**config.mk**
```make
export PLATFORM = sky130hd
export DESIGN_NAME = scan_host_bridge
export DESIGN_NICKNAME = d
export VERILOG_FILES = /design/src/rtl/scan_host_bridge.sv
export SDC_FILE = /design/constraint.sdc
export NUM_CORES = 1
export LEC_CHECK = 0
export CORE_UTILIZATION = 54
export DETAILED_ROUTE_END_ITERATION = 8
export GPL_ROUTABILITY_DRIVEN = 0
export PLACE_DENSITY_LB_ADDON = 0.08
export SLEW_MARGIN = 20
export SYNTH_ARGS = -nofsm -noshare
export SYNTH_HDL_FRONTEND = slang
export SYNTH_SLANG_ARGS = --single-unit
```
**constraint.sdc**
```tcl
create_clock -name clk -period 13.4 [get_ports clk]
set_input_delay 3.35 -clock clk [delete_from_list [all_inputs] [get_ports clk]]
set_output_delay 3.35 -clock clk [all_outputs]
set_load 0.01 [all_outputs]
```
**src/rtl/scan_host_bridge.sv**
```systemverilog
// Host-side driver for the TinyTapeout scan chain: one command frame is shifted in and
// one captured frame is returned per CAPTURE / SHIFT / LATCH sequence.
module scan_host_bridge #(
    parameter int SCAN_LENGTH = 96,
    parameter int CLK_DIV     = 1
) (
    input  logic                   clk,
    input  logic                   i_rst,
    input  logic                   i_cmd_valid,
    output logic                   o_cmd_ready,
    input  logic [SCAN_LENGTH-1:0] i_cmd_data,
    output logic                   o_rsp_valid,
    input  logic                   i_rsp_ready,
    output logic [SCAN_LENGTH-1:0] o_rsp_data,
    output logic                   o_scan_clk,
    output logic                   o_scan_data,
    output logic                   o_scan_select,
    output logic                   o_latch_enable,
    input  logic                   i_scan_data,
    output logic                   o_busy
);
    localparam int PERIOD = 2 * CLK_DIV;
    localparam int PW     = (PERIOD > 1) ? $clog2(PERIOD) : 1;
    localparam int BW     = $clog2(SCAN_LENGTH + 1);

    localparam logic [PW-1:0] PH_HALF  = PW'(CLK_DIV);
    localparam logic [PW-1:0] PH_LAST  = PW'(PERIOD - 1);
    localparam logic [BW-1:0] BIT_LAST = BW'(SCAN_LENGTH - 1);

    typedef enum logic [2:0] {
        S_IDLE    = 3'd0,
        S_CAPTURE = 3'd1,
        S_SHIFT   = 3'd2,
        S_LATCH   = 3'd3,
        S_RESP    = 3'd4
    } state_t;

    state_t                 state_q, state_d;
    logic [PW-1:0]          phase_q, phase_d;
    logic [BW-1:0]          bit_q, bit_d;
    logic [SCAN_LENGTH-1:0] tx_q, tx_d;
    logic [SCAN_LENGTH-1:0] rx_q, rx_d;
    logic [SCAN_LENGTH-1:0] rsp_data_q, rsp_data_d;
    logic                   rsp_valid_q, rsp_valid_d;
    logic                   cmd_ready_q, cmd_ready_d;
    logic                   busy_q, busy_d;
    logic                   scan_clk_q, scan_clk_d;
    logic                   scan_data_q, scan_data_d;
    logic                   scan_sel_q, scan_sel_d;
    logic                   latch_q, latch_d;
    logic                   period_end;
    logic [PW-1:0]          phase_inc;

    assign period_end = (phase_q == PH_LAST);
    assign phase_inc  = period_end ? '0 : phase_q + PW'(1);

    // Pin registers follow the state one cycle later, so every pin is a clean flop output.
    always_comb begin
        state_d     = state_q;
        phase_d     = phase_q;
        bit_d       = bit_q;
        tx_d        = tx_q;
        rx_d        = rx_q;
        rsp_data_d  = rsp_data_q;
        rsp_valid_d = rsp_valid_q;
        scan_clk_d  = 1'b0;
        scan_data_d = 1'b0;
        scan_sel_d  = 1'b0;
        latch_d     = 1'b0;

        case (state_q)
            S_IDLE: begin
                if (i_cmd_valid && cmd_ready_q) begin
                    tx_d    = i_cmd_data;
                    rx_d    = '0;
                    phase_d = '0;
                    bit_d   = '0;
                    state_d = S_CAPTURE;
                end
            end
            S_CAPTURE: begin
                scan_sel_d = 1'b1;
                scan_clk_d = (phase_q >= PH_HALF);
                phase_d    = phase_inc;
                if (period_end) begin
                    state_d = S_SHIFT;
                end
            end
            S_SHIFT: begin
                scan_clk_d  = (phase_q >= PH_HALF);
                scan_data_d = (phase_q == '0) ? tx_q[SCAN_LENGTH-1] : scan_data_q;
                // Sample on the same fabric edge that raises the scan clock.
                if (phase_q == PH_HALF) begin
                    rx_d = {rx_q[SCAN_LENGTH-2:0], i_scan_data};
                    tx_d = {tx_q[SCAN_LENGTH-2:0], 1'b0};
                end
                phase_d = phase_inc;
                if (period_end) begin
                    bit_d = bit_q + BW'(1);
                    if (bit_q == BIT_LAST) begin
                        state_d = S_LATCH;
                    end
                end
            end
            S_LATCH: begin
                latch_d = (phase_q < PH_HALF);
                phase_d = phase_inc;
                if (period_end) begin
                    state_d = S_RESP;
                end
            end
            S_RESP: begin
                if (!rsp_valid_q) begin
                    rsp_valid_d = 1'b1;
                    rsp_data_d  = rx_q;
                end else if (i_rsp_ready) begin
                    rsp_valid_d = 1'b0;
                    state_d     = S_IDLE;
                end
            end
            default: begin
                state_d = S_IDLE;
            end
        endcase

        cmd_ready_d = (state_d == S_IDLE);
        busy_d      = (state_d != S_IDLE);
    end

    always_ff @(posedge clk or posedge i_rst) begin
        if (i_rst) begin
            state_q     <= S_IDLE;
            phase_q     <= '0;
            bit_q       <= '0;
            tx_q        <= '0;
            rx_q        <= '0;
            rsp_data_q  <= '0;
            rsp_valid_q <= 1'b0;
            cmd_ready_q <= 1'b0;
            busy_q      <= 1'b0;
            scan_clk_q  <= 1'b0;
            scan_data_q <= 1'b0;
            scan_sel_q  <= 1'b0;
            latch_q     <= 1'b0;
        end else begin
            state_q     <= state_d;
            phase_q     <= phase_d;
            bit_q       <= bit_d;
            tx_q        <= tx_d;
            rx_q        <= rx_d;
            rsp_data_q  <= rsp_data_d;
            rsp_valid_q <= rsp_valid_d;
            cmd_ready_q <= cmd_ready_d;
            busy_q      <= busy_d;
            scan_clk_q  <= scan_clk_d;
            scan_data_q <= scan_data_d;
            scan_sel_q  <= scan_sel_d;
            latch_q     <= latch_d;
        end
    end

    assign o_cmd_ready    = cmd_ready_q;
    assign o_rsp_valid    = rsp_valid_q;
    assign o_rsp_data     = rsp_data_q;
    assign o_scan_clk     = scan_clk_q;
    assign o_scan_data    = scan_data_q;
    assign o_scan_select  = scan_sel_q;
    assign o_latch_enable = latch_q;
    assign o_busy         = busy_q;

endmodule
```
**Word-level counts from Yosys, hierarchy flattened**

Cells that the tools add are included.

- Bits in registers: 306
- Output and inout bits: 103
- Word-level logic and storage cells: 64

- $add $sub $neg: 2
- Magnitude comparators: 2
- Equal/unequal tests: 8
- Mux-type cells: 27
- Bitwise operators: 1
- Reductions and logical operators: 11

Operators with widths:

| kind | number |
|---|---|
| $mux 96 | 4 |
| $pmux 96 s2 | 2 |
| $mux 3 | 7 |
| $pmux 3 s5 | 1 |
| $mux 7 | 2 |
| $pmux 7 s2 | 1 |
| $mux 1 | 9 |
| $add 7x1->7 const B | 1 |
| $eq 7x7->1 const B | 1 |
| $eq 3x2->1 const B | 2 |
| $logic_not 3->1 | 2 |
| $ne 2x2->1 const B | 3 |
| $reduce_and 2->1 | 2 |
| $reduce_bool 2->1 | 2 |
| $eq 3x1->1 const B | 1 |
| $eq 3x3->1 const B | 1 |
| $reduce_and 3->1 | 1 |
| $reduce_bool 3->1 | 1 |
| $reduce_or 3->1 | 1 |
| $pmux 1 s2 | 1 |
| $reduce_or 2->1 | 1 |
| $add 1x1->1 const B | 1 |
| $ge 1x1->1 const B | 1 |
| $logic_and 1x1->1 | 1 |
| 2 further kinds | 2 |

**Longest topological paths before layout**

Gate-level depths: netlist (run 1).

- Word-level depth: 5
- Gate-level depth with buffers: 7
- Mapped depth without buffers: 4

**Least setup slack after synthesis (run 1)**

OpenSTA, ideal clock, no wires.

- Kind: input to register
- From: input i_cmd_valid
- To: register tx_q[47]
- Setup time: 125 ps
- Data arrival time: 4,441 ps
- Data required time: 13,275 ps
- Slack: 8,835 ps
- Stages on the path: 5
- Buffers on the path: 2
- Path through: nand3b_4 -> a211oi_2 -> buf_4 -> buf_6 -> mux2_2

- Longest elaborated chain between the ends: 3

RTL lines:

| element | RTL line | RTL |
|---|---|---|
| start: declaration | 9 | `input logic i_cmd_valid,` |
| $logic_and 1x1->1 | 73 | `if (i_cmd_valid && cmd_ready_q) begin` |
| $ne 2x2->1 (no source line) | n/a |  |
| $reduce_and 3->1 (no source line) | n/a |  |
| end signal: assignment | 149 | `tx_q <= tx_d;` |
| end: declaration | 41 | `logic [SCAN_LENGTH-1:0] tx_q, tx_d;` |

No other way between the ends.
A chain may end at the register's enable or synchronous reset.

**Worst setup path after layout (run 1)**

- From: input i_cmd_valid
- To: register tx_q[24]

Same word-level chain as after synthesis.

==> flow_summary.toml, run 1 <==
[yosys]
synth_enable_flop_cells = 0
ys_dominant_reg_cell = "sky130_fd_sc_hd__dfrtp_1"
synth.net_count = 914
post-synth-top-area-cell = "sky130_fd_sc_hd__dfrtp_1"
synthMostInstantiatedCell = "sky130_fd_sc_hd__dfrtp_1"
synth-seq-area-share = 0.609
ys_async_sr_fraction = 1.00
synth_top_area_frac = 0.609
yosysUniqueCellTypes = 42
synth_seq_cells = 306
yosysWarnings = 0
ys_top_cells_by_area = "sky130_fd_sc_hd__dfrtp_1 61%, sky130_fd_sc_hd__mux2_2 23%, sky130_fd_sc_hd__a22o_1 6.8%"
netlist_area_um2 = 12600
synth_top_cells_by_count = "306 x sky130_fd_sc_hd__dfrtp_1, 256 x sky130_fd_sc_hd__mux2_2, 98 x sky130_fd_sc_hd__a22o_1"
synth.avg_cell_area_um2 = 15.5
synth_cells = 812

[clock_network]
cts_hold_buf = 0
cts_made_buffers = 31
postCtsSetupBuffers = 0
cts_resizes = 0
max-clock-path-buffers = 3
ctsHtreeMaxLevel = 1
clk_pin_slew_ns = 0.06
tritoncts_clock_tree = "built"
clock_latency_ns = 0.56
cts_root_buffer = "sky130_fd_sc_hd__clkbuf_16"
clock_sink_count = 306

[die]
core_um2 = 22700
site_rows = 55
initial_core_util = 0.554
die_y_um = 155
die_area_um2 = 23900
ioPinCount = 204
die_width_um = 155

[timing]
relSlewSlack = 0.277
clock_skew_ns = 0.0186
setup_violations = 0
timing.final.crit_share = 0.431
worst_slew_pin_slew_ns = 1.08
max_freq_mhz = 173
post-route-min-period_ns = 5.78
final_max_slew_viol_count = 0
totalNegativeSetupSlack_ns = 0
grt_setup_unrepaired = "false"
final-hold-violation-count = 0

[worst_setup_path]
cp_cell_sequence = "clkdlybuf4s50_1, nand3b_4, a211oi_4, buf_4, mux2_2"
critical_path.n_buffers_inverters = 2
r2r.worst_path.cells = 4
critPathRequiredTime_ns = 13.83
crit_slowest_cell = "sky130_fd_sc_hd__buf_4"
cpPeakStageDelay_ns = 0.89
critPathMaxFanout = 78
worst-path-stages = 5
type_of_the_setup_path_with_the_least_slack = "input port to flip-flop"
critical_path.startpoint_type = "input port"
critPathArrivalTime_ns = 6.21
critical-path-top-delay-family = "buffers and inverters"
worst_setup_path_end_kind = "flip-flop"

[cells_and_area]
antenna_cells = 0
filler_cell_count = 1632
final_core_utilization = 0.693
design.final.nets = 1098
final_cell_area_um2 = 15700
area_growth_syn_to_layout_pct = 25.1
drive_gt1_frac = 0.317

[placement]
detailed_place_hpwl_um = 13900
io_buffers = 203
placement.cell_area_um2 = 14700

[detailed_routing]
route.final.wire_length_um = 23300
post_drt_wl_per_cell_um = 17.9
drtAntennaViolNets = 0
routed-via-count = 7285
drt_iter0_markers = 370
post_drt_via_cell_ratio = 5.59
drc = 0
drtPass1Iterations = 4

[worst_hold_path]
worst_hold_path_class = "flip-flop to flip-flop"
whs_path_depth = 1

[grt]
grt_max_degree = 182
antenna_found_initial = 1
first_global_vias = 7365
wire_length_of_the_first_global_routing_pass_um = 38800
grt.overflow.total = 0
gr-usage-all-layers = 0.200

[run]
max_cap_viol_count = 0

[power]
power.clock.fraction = 0.295
net-switching-power_mw = 0.822
power_frac_seq = 0.422
cell_internal_pwr_mw = 2.07
worst_ir_drop_on_vdd_uv = 104
power_density_nw_per_um2 = 184
leakage_nw = 7.08
pwr-share-comb = 0.283
switching_share = 0.284

[outcome]
status = "finished, final reports clean"
-- path summary, 6_finish.rpt --
path,end,slack [ns],start
worst min-delay path,tx_q[49],0.48,tx_q[49]
max in group asynchronous,o_rsp_data[85],8.61,i_rst
worst max-delay path,tx_q[24],7.62,i_cmd_valid
worst min register to register,tx_q[49],0.48,tx_q[49]
worst max register to register,o_rsp_data[68],10.19,state_q[2]
min in group asynchronous,tx_q[15],3.37,i_rst
-- layout make-up --
class                   instances  area (µm²)  area share
flip-flops and latches        306        7660       0.486
multi-input cells             445        4600       0.292
repair buffers                209        2090       0.133
clock buffers                  42         887      0.0564
well taps                     285         357      0.0227
clock inverters                13         136     0.00866
inverters                       3        18.8     0.00119
-- sequential cells by signal (all words and copies together), names as in the netlist --
register        cells
bit_q               7
o_busy              1
o_cmd_ready         1
o_latch_enable      1
o_rsp_data         96
o_rsp_valid         1
o_scan_clk          1
o_scan_data         1
o_scan_select       1
period_end          1
rx_q               96
state_q             3
tx_q               96
-- stage by stage --
step	instances	total power, mW	hold slack [ns]	setup WS [ns]
floorplan	812	1.91	0.452	1.59
global placement	1248	2.05	0.462	7.06
detailed placement	1248	2.07	0.470	7.05
CTS	1303	2.93	0.484	7.62
global route	1303	3.05	0.495	7.44
finish	1303	2.89	0.478	7.62
-- layout by cell type, fill, tap and decap left out, types with 2 or more instances in the layout --
master / Yosys / layout
sky130_fd_sc_hd__a211oi_1: 4 / 4
sky130_fd_sc_hd__a22o_1: 98 / 98
sky130_fd_sc_hd__and2_1: 2 / 2
sky130_fd_sc_hd__buf_4: 7 / 5
sky130_fd_sc_hd__bufinv_16: 0 / 2
sky130_fd_sc_hd__clkbuf_1: 15 / 4
sky130_fd_sc_hd__clkbuf_16: 0 / 31
sky130_fd_sc_hd__clkbuf_8: 0 / 7
sky130_fd_sc_hd__clkdlybuf4s50_1: 0 / 203
sky130_fd_sc_hd__clkinv_2: 0 / 8
sky130_fd_sc_hd__dfrtp_1: 306 / 306
sky130_fd_sc_hd__inv_1: 3 / 2
sky130_fd_sc_hd__mux2_1: 31 / 31
sky130_fd_sc_hd__mux2_2: 256 / 256
sky130_fd_sc_hd__mux2i_1: 6 / 6
sky130_fd_sc_hd__nand2_1: 3 / 3
sky130_fd_sc_hd__nand3_1: 2 / 2
sky130_fd_sc_hd__nand4bb_1: 2 / 2
sky130_fd_sc_hd__nor2_1: 4 / 4
sky130_fd_sc_hd__nor3b_1: 2 / 2
sky130_fd_sc_hd__o21ai_0: 7 / 7
sky130_fd_sc_hd__o21bai_1: 4 / 4
sky130_fd_sc_hd__or3_1: 2 / 2
sky130_fd_sc_hd__xor2_1: 2 / 2
-- routing by layer --
| metal | vias to the layer above | routed length [µm] | track usage |
|---|---|---|---|
| met1 | 3739 | 11200 | 0.297 |
| met3 | 37 | 1280 | 0.0446 |
| li1 | 3359 | - | - |
| met2 | 148 | 10400 | 0.304 |
| met5 | - | 13 | 0 |
| met4 | 2 | 446 | 0.0415 |
-- power groups by stage --
| stage | Combinational [mW] | Sequential (mW) | Clock (mW) |
|---|---|---|---|
| 3_5_place_dp | 0.831 | 1.24 | 0 |
| 4_1_cts | 0.832 | 1.22 | 0.873 |
| 2_1_floorplan | 0.710 | 1.20 | 0 |
| 6_report | 0.819 | 1.22 | 0.852 |
| 5_1_grt | 0.895 | 1.25 | 0.910 |
| 3_3_place_gp | 0.813 | 1.23 | 0 |
-- kinds of logic (layout without fill, tap and decap cells) --
family	after synthesis	count (layout)	synth area share
DFF	306	306	0.609
muxes	293	293	0.262
adders and majority gates	1	1	0.000994
AOI/OAI and AO/OA	119	119	0.0798
and+or+nand+nor	30	30	0.0185
xor gates and xnor gates	2	2	0.00139
buffers and inverters	61	267	0.0289
-- worst register-to-register path, stage by stage, from the launching register on --
cell and delay (ns):
sky130_fd_sc_hd__dfrtp_1 0.89, sky130_fd_sc_hd__or3b_4 0.52, sky130_fd_sc_hd__nor2_8 0.42, sky130_fd_sc_hd__buf_4 0.79
sky130_fd_sc_hd__mux2_2 0.49
Power figures use the tool's default switching activity.
==> run 2, diff against run 1 <==
Clock period 13.4 ns to 6 ns, I/O delays scaled along.
==> flow_summary.toml, run 2 (synthesized netlist as in run 1, its figures left out) <==
[outcome]
status = "finished, final reports clean"

[detailed_routing]
post_drt_via_cell_ratio = 5.58
highest_layer = "met5"
routed-wl-met3_um = 1510
drc = 0
detailroute.wirelength.met2_um = 10200
route.final.wire_length_um = 23500
post_drt_wl_per_cell_um = 18.0
drt_iter0_markers = 419
drtAntennaViolNets = 0
drtPass1Iterations = 7
met1_length_um = 11200
routed-via-count = 7281

[worst_setup_path]
crit_slowest_cell = "sky130_fd_sc_hd__a211oi_4"
worst_setup_path_end_kind = "flip-flop"
worst_setup_path_startpoint = "i_cmd_valid"
cpPeakStageDelay_ns = 0.73
reg_to_reg_critical_path_startpoint = "state_q[2]"
critPathRequiredTime_ns = 6.42
type_of_the_setup_path_with_the_least_slack = "input port to flip-flop"
critPathMaxFanout = 44
critical_path.startpoint_type = "input port"
cp_cell_sequence = "clkdlybuf4s50_1, nand3b_4, a211oi_4, buf_4, mux2_2"
critPathArrivalTime_ns = 3.98
reg2reg_slack_ns = 3.06

[placement]
io_buffers = 203
dp_slack_ns = 1.89
detailed_place_hpwl_um = 13700

[timing]
final-hold-violation-count = 0
max_freq_mhz = 281
final_max_slew_viol_count = 0
setup_violations = 0
clock_skew_ns = 0.0249
relSlewSlack = 0.287
grt_setup_unrepaired = "false"
worst_slack_ns = 2.44
timing.final.crit_share = 0.593
worst_slew_pin_slew_ns = 1.07
worst_case_hold_slack_ns = 0.484
post-route-min-period_ns = 3.56
totalNegativeSetupSlack_ns = 0

[grt]
grt_max_degree = 154
gr-usage-all-layers = 0.201
grt.overflow.total = 0
wire_length_of_the_first_global_routing_pass_um = 39100
first_global_vias = 7443
antenna_found_initial = 1

[clock_network]
cts_resizes = 0
ctsHtreeMaxLevel = 1
postCtsSetupBuffers = 0
cts_root_buffer = "sky130_fd_sc_hd__clkbuf_16"
tritoncts_clock_tree = "built"
clock_latency_ns = 0.56
clk_pin_slew_ns = 0.06
cts_made_buffers = 31
max-clock-path-buffers = 3
cts_hold_buf = 0
clock_sink_count = 306

[cells_and_area]
layout_common_cells = "306 x sky130_fd_sc_hd__dfrtp_1, 256 x sky130_fd_sc_hd__mux2_2, 203 x sky130_fd_sc_hd__clkdlybuf4s50_1"
drive_gt1_frac = 0.316
design.final.nets = 1102
final_core_utilization = 0.695
antenna_cells = 0
most_frequent_standard_cell_in_the_layout_excluding_fill_and_tap_cells = "sky130_fd_sc_hd__dfrtp_1"
area_growth_syn_to_layout_pct = 25.4

[worst_hold_path]
worst_hold_path_class = "flip-flop to flip-flop"
hp-start = "tx_q[43]"

[die]
core_um2 = 22700
die_y_um = 155
site_rows = 55
die_width_um = 155
initial_core_util = 0.554
die_area_um2 = 23900
ioPinCount = 204

[power]
leakage_nw = 7.09
total_power_mw = 6.43
power_density_nw_per_um2 = 408
worst_ir_drop_on_vdd_uv = 262

[run]
max_cap_viol_count = 0
-- run 2: critical path, delay by kind of cell --
kind            cells  cell delay, ns
buf+inv             2            1.16
mux                 1            0.40
simple gates        1            0.15
compound gates      1            0.73
-- run 2: final timing paths --
path / depth (start not counted) / endpoint
min in group asynchronous: 3 / o_rsp_data[90]
worst min-delay path: 1 / tx_q[43]
max in group asynchronous: 3 / tx_q[16]
worst max-delay path: 5 / tx_q[57]
worst max register to register: 5 / tx_q[44]
worst min register to register: 1 / tx_q[43]
-- run 2: cell type report --
cell class                      instances  area [µm²]
Timing Repair Buffer                  213        2150
Multi-Input combinational cell        445        4600
Tap cell                              285         357
Clock inverter                          6        61.3
Inverter                                3        15.0
Sequential cell                       306        7660
Fill cell                            1595        6930
Clock buffer                           48         940
-- run 2: through the flow --
stage,std cells,instance area (µm²)
4_1_cts,1305,15800
3_5_place_dp,1251,14700
2_1_floorplan,812,12600
5_1_grt,1306,15800
6_report,1306,15800
3_3_place_gp,1251,14700
-- run 2: routing by layer --
metal  GRT usage  up-vias
met5           0        -
met3      0.0485       39
met4      0.0504        2
li1            -     3376
met2       0.294      175
met1       0.301     3689
-- run 2: power by group --
| part | total [mW] | leakage (nW) | internal, mW | switching (mW) |
|---|---|---|---|---|
| registers | 2.73 | 4.04 | 2.48 | 0.249 |
| logic | 1.83 | 2.56 | 1.03 | 0.800 |
| clock network | 1.87 | 0.493 | 1.11 | 0.760 |
| total | 6.43 | 7.09 | 4.62 | 1.81 |
